File: src/rtl/mdu_ctrl_pkg.sv
// Shared definitions for the multiply/divide controller: FSM encoding,
// divide iteration count, operation select encoding and an abs helper.
package mdu_ctrl_pkg;

    typedef enum logic [1:0] {
        ST_IDLE = 2'd0,
        ST_MUL  = 2'd1,
        ST_DIV  = 2'd2,
        ST_DONE = 2'd3
    } mdu_state_e;

    localparam int MDU_DIV_ITERS = 32;
    localparam int MDU_CNT_W     = $clog2(MDU_DIV_ITERS);

    localparam logic MUL_SEL_MUL = 1'b1;
    localparam logic MUL_SEL_DIV = 1'b0;

    // Magnitude of a 32-bit operand; unsigned operands pass through.
    function automatic logic [31:0] mdu_abs(input logic [31:0] v, input logic sgn);
        return (sgn && v[31]) ? (~v + 32'd1) : v;
    endfunction

endpackage

File: src/rtl/mdu_ctrl_div_iter.sv
// One radix-2 restoring divide step: shift the next dividend bit into the
// partial remainder and subtract the divisor when it fits.
module div_iter (
    input  logic [31:0] rem,
    input  logic [31:0] quot,
    input  logic [31:0] divisor,
    output logic [31:0] rem_nx,
    output logic [31:0] quot_nx
);

    logic [32:0] trial;
    logic [32:0] diff;

    // rem < divisor always holds, so a clear borrow bit means trial >= divisor.
    always_comb begin
        trial = {rem, quot[31]};
        diff  = trial - {1'b0, divisor};
        if (!diff[32]) begin
            rem_nx  = diff[31:0];
            quot_nx = {quot[30:0], 1'b1};
        end else begin
            rem_nx  = trial[31:0];
            quot_nx = {quot[30:0], 1'b0};
        end
    end

endmodule

File: src/rtl/mdu_ctrl.sv
// MULT/MULTU/DIV/DIVU controller: one-cycle multiply, 32-step restoring divide.
// Define MDU_DIV0_FASTPATH_EN to finish divide-by-zero straight from IDLE.
module mdu_ctrl
    import mdu_ctrl_pkg::*;
(
    input  logic        clk,
    input  logic        resetn,
    input  logic        start_i,
    input  logic        mul_sel_i,
    input  logic        is_sign_i,
    input  logic [31:0] src_a_i,
    input  logic [31:0] src_b_i,
    input  logic        flush_i,
    output logic        stall_o,
    output logic        done_o,
    output logic [31:0] hi_o,
    output logic [31:0] lo_o,
    output logic        busy_o
);

    mdu_state_e             state, state_nx;
    logic [MDU_CNT_W-1:0]   cnt;
    logic [31:0]            op_a, op_b;
    logic                   op_sign;
    logic [31:0]            rem, quot, dvs;
    logic [31:0]            rem_nx, quot_nx;
    logic [31:0]            q_fix, r_fix;
    logic [63:0]            ext_a, ext_b, prod;
    logic                   div_last, div_zero, q_neg, r_neg;

    div_iter u_div_iter (
        .rem     (rem),
        .quot    (quot),
        .divisor (dvs),
        .rem_nx  (rem_nx),
        .quot_nx (quot_nx)
    );

    // Low 64 bits of the extended product are correct for both sign modes.
    assign ext_a = {{32{op_sign & op_a[31]}}, op_a};
    assign ext_b = {{32{op_sign & op_b[31]}}, op_b};
    assign prod  = ext_a * ext_b;

    assign div_last = (cnt == MDU_CNT_W'(MDU_DIV_ITERS - 1));
    assign div_zero = (op_b == 32'd0);
    assign q_neg    = op_sign & (op_a[31] ^ op_b[31]);
    assign r_neg    = op_sign & op_a[31];
    assign q_fix    = q_neg ? (~quot_nx + 32'd1) : quot_nx;
    assign r_fix    = r_neg ? (~rem_nx + 32'd1) : rem_nx;

    always_ff @(posedge clk) begin
        if (!resetn) state <= ST_IDLE;
        else         state <= state_nx;
    end

    always_comb begin
        state_nx = state;
        if (flush_i) begin
            state_nx = ST_IDLE;
        end else begin
            case (state)
                ST_IDLE: if (start_i) begin
                    if (mul_sel_i == MUL_SEL_MUL) state_nx = ST_MUL;
`ifdef MDU_DIV0_FASTPATH_EN
                    else if (src_b_i == 32'd0)    state_nx = ST_DONE;
`endif
                    else                          state_nx = ST_DIV;
                end
                ST_MUL:  state_nx = ST_DONE;
                ST_DIV:  if (div_last) state_nx = ST_DONE;
                ST_DONE: state_nx = ST_IDLE;
                default: state_nx = ST_IDLE;
            endcase
        end
    end

    always_comb begin
        stall_o = 1'b0;
        done_o  = 1'b0;
        busy_o  = 1'b0;
        stall_o = resetn & ~flush_i &
                  ((state == ST_IDLE & start_i) | state == ST_MUL | state == ST_DIV);
        done_o  = (state == ST_DONE) & ~flush_i;
        busy_o  = (state != ST_IDLE);
    end

    // Operand latch, divide iteration and HI/LO result registers.
    always_ff @(posedge clk) begin
        if (!resetn) begin
            cnt     <= '0;
            op_a    <= '0;
            op_b    <= '0;
            op_sign <= 1'b0;
            rem     <= '0;
            quot    <= '0;
            dvs     <= '0;
            hi_o    <= '0;
            lo_o    <= '0;
        end else if (flush_i) begin
            cnt <= '0;
        end else begin
            case (state)
                ST_IDLE: if (start_i) begin
                    op_a    <= src_a_i;
                    op_b    <= src_b_i;
                    op_sign <= is_sign_i;
                    rem     <= '0;
                    quot    <= mdu_abs(src_a_i, is_sign_i);
                    dvs     <= mdu_abs(src_b_i, is_sign_i);
                    cnt     <= '0;
`ifdef MDU_DIV0_FASTPATH_EN
                    if (mul_sel_i == MUL_SEL_DIV && src_b_i == 32'd0) begin
                        hi_o <= src_a_i;
                        lo_o <= 32'hFFFF_FFFF;
                    end
`endif
                end
                ST_MUL: begin
                    hi_o <= prod[63:32];
                    lo_o <= prod[31:0];
                end
                ST_DIV: begin
                    rem  <= rem_nx;
                    quot <= quot_nx;
                    cnt  <= cnt + MDU_CNT_W'(1);
                    if (div_last) begin
                        // Signed overflow (MIN / -1) falls out of the abs path as 0x80000000.
                        hi_o <= div_zero ? op_a : r_fix;
                        lo_o <= div_zero ? 32'hFFFF_FFFF : q_fix;
                    end
                end
                default: ;
            endcase
        end
    end

endmodule
File: config.mk
export PLATFORM = sky130hd
export DESIGN_NAME = mdu_ctrl
export DESIGN_NICKNAME = d
export VERILOG_FILES = /design/src/rtl/mdu_ctrl_pkg.sv /design/src/rtl/mdu_ctrl_div_iter.sv /design/src/rtl/mdu_ctrl.sv
export SDC_FILE = /design/constraint.sdc
export NUM_CORES = 2
export LEC_CHECK = 0
export CAP_MARGIN = 20
export CORE_ASPECT_RATIO = 1.2
export CORE_UTILIZATION = 50
export CTS_CLUSTER_SIZE = 28
export DETAILED_ROUTE_END_ITERATION = 10
export PLACE_DENSITY = 0.76
export SLEW_MARGIN = 20
export SYNTH_ARGS = -nofsm -noshare
export SYNTH_HDL_FRONTEND = slang
export SYNTH_SLANG_ARGS = --single-unit
File: constraint.sdc
create_clock -name clk -period 8.3 [get_ports clk]
set_input_delay 1.66 -clock clk [delete_from_list [all_inputs] [get_ports clk]]
set_output_delay 1.66 -clock clk [all_outputs]
set_load 0.02 [all_outputs]
---- Word-level counts from Yosys, hierarchy flattened ----
Index checks and enable logic that the tools add are counted.
word-level totals
  output and inout port bits .............. 67
  input port bits ......................... 70
  word-level logic and storage cells ...... 74
  register bits after elaboration ......... 232
operators by class
  multiply operators ...................... 1
  multiplexer cells ....................... 22
  add/sub/neg operators ................... 6
  reduce and logical (&&, ||, !) cells .... 13
  bitwise logic cells ..................... 16
  equality and inequality tests ........... 6
operators by type and width
  kind                     count
  $mux W32                 11
  $pmux W32 S2             4
  $add A32 B1 Y32 const B  4
  $not A32 Y32             4
  $mul A33 B33 Y64         1
  $sub A33 B32 Y33         1
  $logic_not A32 Y1        1
  $pmux W5 S2              1
  $reduce_and A3 Y1        3
  $pmux W2 S4              1
  $and A1 B1 Y1            7
  $mux W2                  3
  $reduce_bool A2 Y1       3
  $add A5 B1 Y5 const B    1
  $eq A5 B5 Y1 const B     1
  $mux W5                  1
  $eq A2 B2 Y1 const B     2
  $ne A2 B2 Y1 const B     2
  $reduce_and A2 Y1        2
  $eq A2 B1 Y1 const B     1
  $logic_and A1 B1 Y1      2
  $logic_not A2 Y1         1
  $not A1 Y1               2
  $or A1 B1 Y1             2
  3 further kinds          3

---- Longest topological paths before layout ----
  word-level depth ........................ 8
  mapped depth ............................ 36
  mapped depth without buffers ............ 30

---- By module ----
Synthesis repeated with hierarchy kept, for this count alone.
unflattened totals
  cells, all modules ...................... 6090
  area, all modules ....................... 52148.8 um2
modules (own cells, without submodules)
  module    area an instance (um2)  cells each  instances
  mdu_ctrl  49613.8                 5751        1
  div_iter  2534.9                  339         1

---- Least setup slack after synthesis ----
Ideal clock, no wire load.
  kind .................................... reg-to-reg
  from .................................... reg op_a[31]
  to ...................................... reg hi_o[23]
  arrival ................................. 8.952 ns
  cell stages (with the launch flop) ...... 33
  buffers on the path ..................... 5
  required time ........................... 8.181 ns
  setup time .............................. 0.119 ns
  setup slack ............................. -0.771 ns
  cell sequence ........................... dfxtp_1 -> clkbuf_1 -> and2_1 -> clkbuf_1 -> clkbuf_1 -> clkbuf_1 -> buf_1 -> nand2_1 -> inv_1 -> fa_1 -> inv_1 -> fa_1 -> inv_1 -> fa_1 -> fa_1 -> inv_1 -> fa_1 -> inv_1 -> fa_1 -> inv_1 -> fa_1 -> fa_1 -> inv_1 -> ha_1 -> and2_1 -> a221oi_1 -> o21ai_0 -> a221o_1 -> a21o_1 -> a21oi_1 -> xor2_1 -> o21ai_0 -> o221a_1
between the ends
  cells in the longest elaborated chain, start to end .. 5
RTL lines
  element                                                   line             source
  from (decl)                                               mdu_ctrl.sv:23   logic [31:0] op_a, op_b;
  from (signal assigned)                                    mdu_ctrl.sv:104  op_a <= src_a_i;
  branches (longest 4 deep; another with $mul A33 B33 Y64)  n/a
  $pmux W32 S2 *                                            mdu_ctrl.sv:102  case (state)
  to (signal assigned)                                      mdu_ctrl.sv:119  hi_o <= prod[63:32];
  to (signal assigned)                                      mdu_ctrl.sv:128  hi_o <= div_zero ? op_a : r_fix;
  to (decl)                                                 mdu_ctrl.sv:16   output logic [31:0] hi_o,
Mark *: on every way between the ends. The select of a mux whose other input is x is not followed.
A chain may end at the register's enable or synchronous reset.

---- Final worst setup path ----
  from .................................... reg op_a[16]
  to ...................................... reg hi_o[24]
between the ends
  cells in the longest elaborated chain, start to end .. 2
RTL lines
  element           line             source
  $mul A33 B33 Y64  mdu_ctrl.sv:42   assign prod = ext_a * ext_b;
  $pmux W32 S2      mdu_ctrl.sv:102
No other way between the ends.

==> flow_metrics.env <==
export IMPL_status="finished, final reports clean"
export IMPL_clock_fmax_ghz=0.1219
export IMPL_avgRoutedWirePerCell_um=21.69
export IMPL_maxCapViolCount=0
export IMPL_clock_latency_ns=0.57
export IMPL_ir_drop_mv=0.1349
export IMPL_synth_cell_types=96
export IMPL_ant_nets=0
export IMPL_die_x_um=298.7
export IMPL_arrival_ns=8.66
export IMPL_postSynthCellCount=6173
export IMPL_finalClockSkew_ns=0.01081
export IMPL_stdcell_area_sq_um=58950
export IMPL_holdBufCountCts=0
export IMPL_max_slew_margin_pct=30.42
export IMPL_p_int_mw=2.574
export IMPL_crit_top_cell="fa_1"
export IMPL_syn_num_nets=7624
export IMPL_hold_class="flip-flop to flip-flop"
export IMPL_synth_flop_cell="dfxtp_1"
export IMPL_initial_core_util_pct=50.41
export IMPL_crit_fanout=17
export IMPL_switchingPower_mw=1.722
export IMPL_powerDensity_nw_per_um2=72.89
export IMPL_synthDominantCellAreaShare_pct=42.69
export IMPL_synth_area_top_cells="fa_1 (43%), dfxtp_1 (8.8%), inv_1 (8.5%)"
export IMPL_grtUsageMet1_pct=38.40
export IMPL_antenna_found_initial=3
export IMPL_synth_edf_count=0
export IMPL_dp_cells=7529
export IMPL_cp_end_kind="flip-flop"
export IMPL_rrSetupSlack_ns=0.1
export IMPL_hold_violations=0
export IMPL_clk_pin_slew_ns=0.06
export IMPL_clockRootBuffer="clkbuf_16"
export IMPL_grt_use_total_pct=30.19
export IMPL_async_flop_share_pct=0
export IMPL_layout_cells_non_filler=7642
export IMPL_top_usage_layer="met2"
export IMPL_syn_avg_cell_area_sq_um=8.554
export IMPL_swShare_pct=40.09
export IMPL_startpoint_type="flip-flop"
export IMPL_pwr_share_seq_pct=28.6
export IMPL_drt_pass1_iter_count=6
export IMPL_synth_commonest_cells="inv_1 (1,189), nand2_1 (1,127), fa_1 (1,126)"
export IMPL_cts_buffers=27
export IMPL_drive_above_1_share_pct=8.204
export IMPL_clk_path_buf_depth=3
export IMPL_overflow=0
export IMPL_finalPower_mw=4.297
export IMPL_die_area_sq_um=106900
export IMPL_pwr_share_clk_pct=30.6
export IMPL_max_stage_delay_ns=0.56
export IMPL_syn_to_final_growth_pct=11.63
export IMPL_fillCellCount=9162
export IMPL_drtIter0Drc=3685
export IMPL_routed_wl_um=165800
export IMPL_synth_most_common_cell="inv_1"
export IMPL_vias_per_cell=5.678
export IMPL_grt_max_degree=92
export IMPL_combPwrFrac_pct=40.8
export IMPL_grt_pass1_vias=45463
export IMPL_synth_top_area_cell="fa_1"
export IMPL_final_util_pct=56.27
export IMPL_worst_pin_slew_ns=1.044
export IMPL_setup_viol=0
export IMPL_rsz0062_at_grt="true"
export IMPL_yosys_warnings=0
export IMPL_drc_errors=0
export IMPL_final_nets=7684
export IMPL_slew_violations=0
export IMPL_met3_usage_pct=4.756
export IMPL_crit_slowest_cell="fa_1"
export IMPL_buffer_ports_inserted=136
export IMPL_p_leak_nw=27.71
export IMPL_path_class="flip-flop to flip-flop"
export IMPL_period_needed_ns=8.200
export IMPL_synth_area_sq_um=52810
export IMPL_yosysSeqAreaShare_pct=8.757
export IMPL_synth_seq_cells=231
export IMPL_cts_tree="built"
export IMPL_vias=43395
export IMPL_core_area_sq_um=104800
export IMPL_dp_hpwl_um=130500
export IMPL_htree_num_levels=1
export IMPL_met2_usage_pct=51.02
export IMPL_rows=130
export IMPL_required_ns=8.76
export IMPL_fin_tns_setup_ns=0
export IMPL_routabilityCongestion=0.9823
export IMPL_place_area_sq_um=56670
export IMPL_fin_crit_sh_pct=98.80
export IMPL_io_pins=137
export IMPL_clock_sinks=231
export IMPL_die_y_um=358.0
export IMPL_grt_pass1_wl_um=252100
[worst max-delay path: cells and delay by family (launching register included)]
| kind | cells | cell delay, ns |
|---|---|---|
| xor+xnor | 1 | 0.31 |
| simple gates | 4 | 0.60 |
| buf+inv | 6 | 0.58 |
| fa+ha+maj | 9 | 4.43 |
| flops | 1 | 0.41 |
| compound gates | 8 | 1.72 |
[cells in the final DEF (no fill, tap or decap), types with 13 or more instances in the layout]
cell type	count
and2_1	375
dfxtp_2	26
a22oi_1	18
o221ai_1	24
buf_12	44
and3_1	36
nand3_1	42
buf_4	220
or2_2	15
clkbuf_16	47
o21a_1	13
a21oi_1	155
nor3_1	53
o31ai_1	18
fa_1	1115
o211ai_1	28
nand2_1	1124
nand4_1	16
nand2b_1	24
nor4_1	22
a21boi_0	116
o21ai_1	22
ha_1	247
mux2i_1	28
xnor2_1	122
nor2_1	140
clkdlybuf4s50_1	135
a211oi_1	17
nor2b_1	24
o211a_1	30
or3_1	21
xor2_1	75
a31oi_1	20
inv_1	1179
o21ai_0	171
dfxtp_4	26
dfxtp_1	179
a21o_1	39
[flip-flops by register name, indices dropped and copies added, names as in the netlist]
register,count
rem,32
op_b,32
op_sign,1
op_a,32
quot,32
lo_o,32
dvs,31
cnt,5
state,2
hi_o,32
[path summary, 6_finish.rpt]
path | startpoint | end | cells after the start
worst max-delay path | op_a[16] | hi_o[24] | 28
worst min-delay path | lo_o[5] | lo_o[5] | 2
worst max register to register | op_a[16] | hi_o[24] | 28
worst min register to register | lo_o[5] | lo_o[5] | 2
[power by group through the flow]
stage	Sequential (mW)	Combinational [mW]	Clock, mW
floorplan	1.21	1.01	0
global placement	1.24	1.61	0
detailed placement	1.25	1.63	0
CTS	1.22	1.65	1.32
global route	1.23	1.88	1.37
finish	1.23	1.75	1.32
[per-stage QoR]
step	hold WS, ns	setup slack, ns
after floorplan	0.4603	0.008400
after global placement	0.4520	0.01435
final	0.4609	0.09979
after global routing	0.4896	-0.05794
after CTS	0.4644	-0.008571
after detailed placement	0.4559	-0.09528
[cells by family after synthesis]
family                   after synthesis  synth area share [%]
AND/OR/NAND/NOR                     1951                 17.05
buffers and inverters               1590                 11.35
adder cells (fa/ha/maj)             1381                 48.73
AO/OA/AOI/OAI                        788                 10.18
flip-flops                           231                 8.757
XOR/XNOR                             198                 3.284
multiplexers                          34                0.6587
[area by class of cell]
class,instances,area [sq um],share of cell area (%)
diodes,3,7.507,0.01274
well taps,1386,1734,2.942
inverters,1190,4474,7.591
clock inverters,15,197.7,0.3354
clock buffers,34,752.0,1.276
multi-input cells,4352,42500,72.10
flip-flops and latches,231,4755,8.066
repair buffers,431,4523,7.673
[routing by layer]
| metal | wire, um | up-vias |
|---|---|---|
| met4 | 9871 | 0 |
| met2 | 79820 | 2018 |
| met5 | 0 | - |
| met3 | 15080 | 498 |
| met1 | 61010 | 21982 |
| li1 | - | 18897 |
[repair_timing]
action                                  CTS  global route
setup buffers                             1            41
endpoints found under the setup margin    6            21
pin swaps                                 2            59
hold endpoints to repair                  0             0
gates resized for setup                   7           155
cloned                                    0            20
No activity file was read; power rests on OpenSTA's default activity.
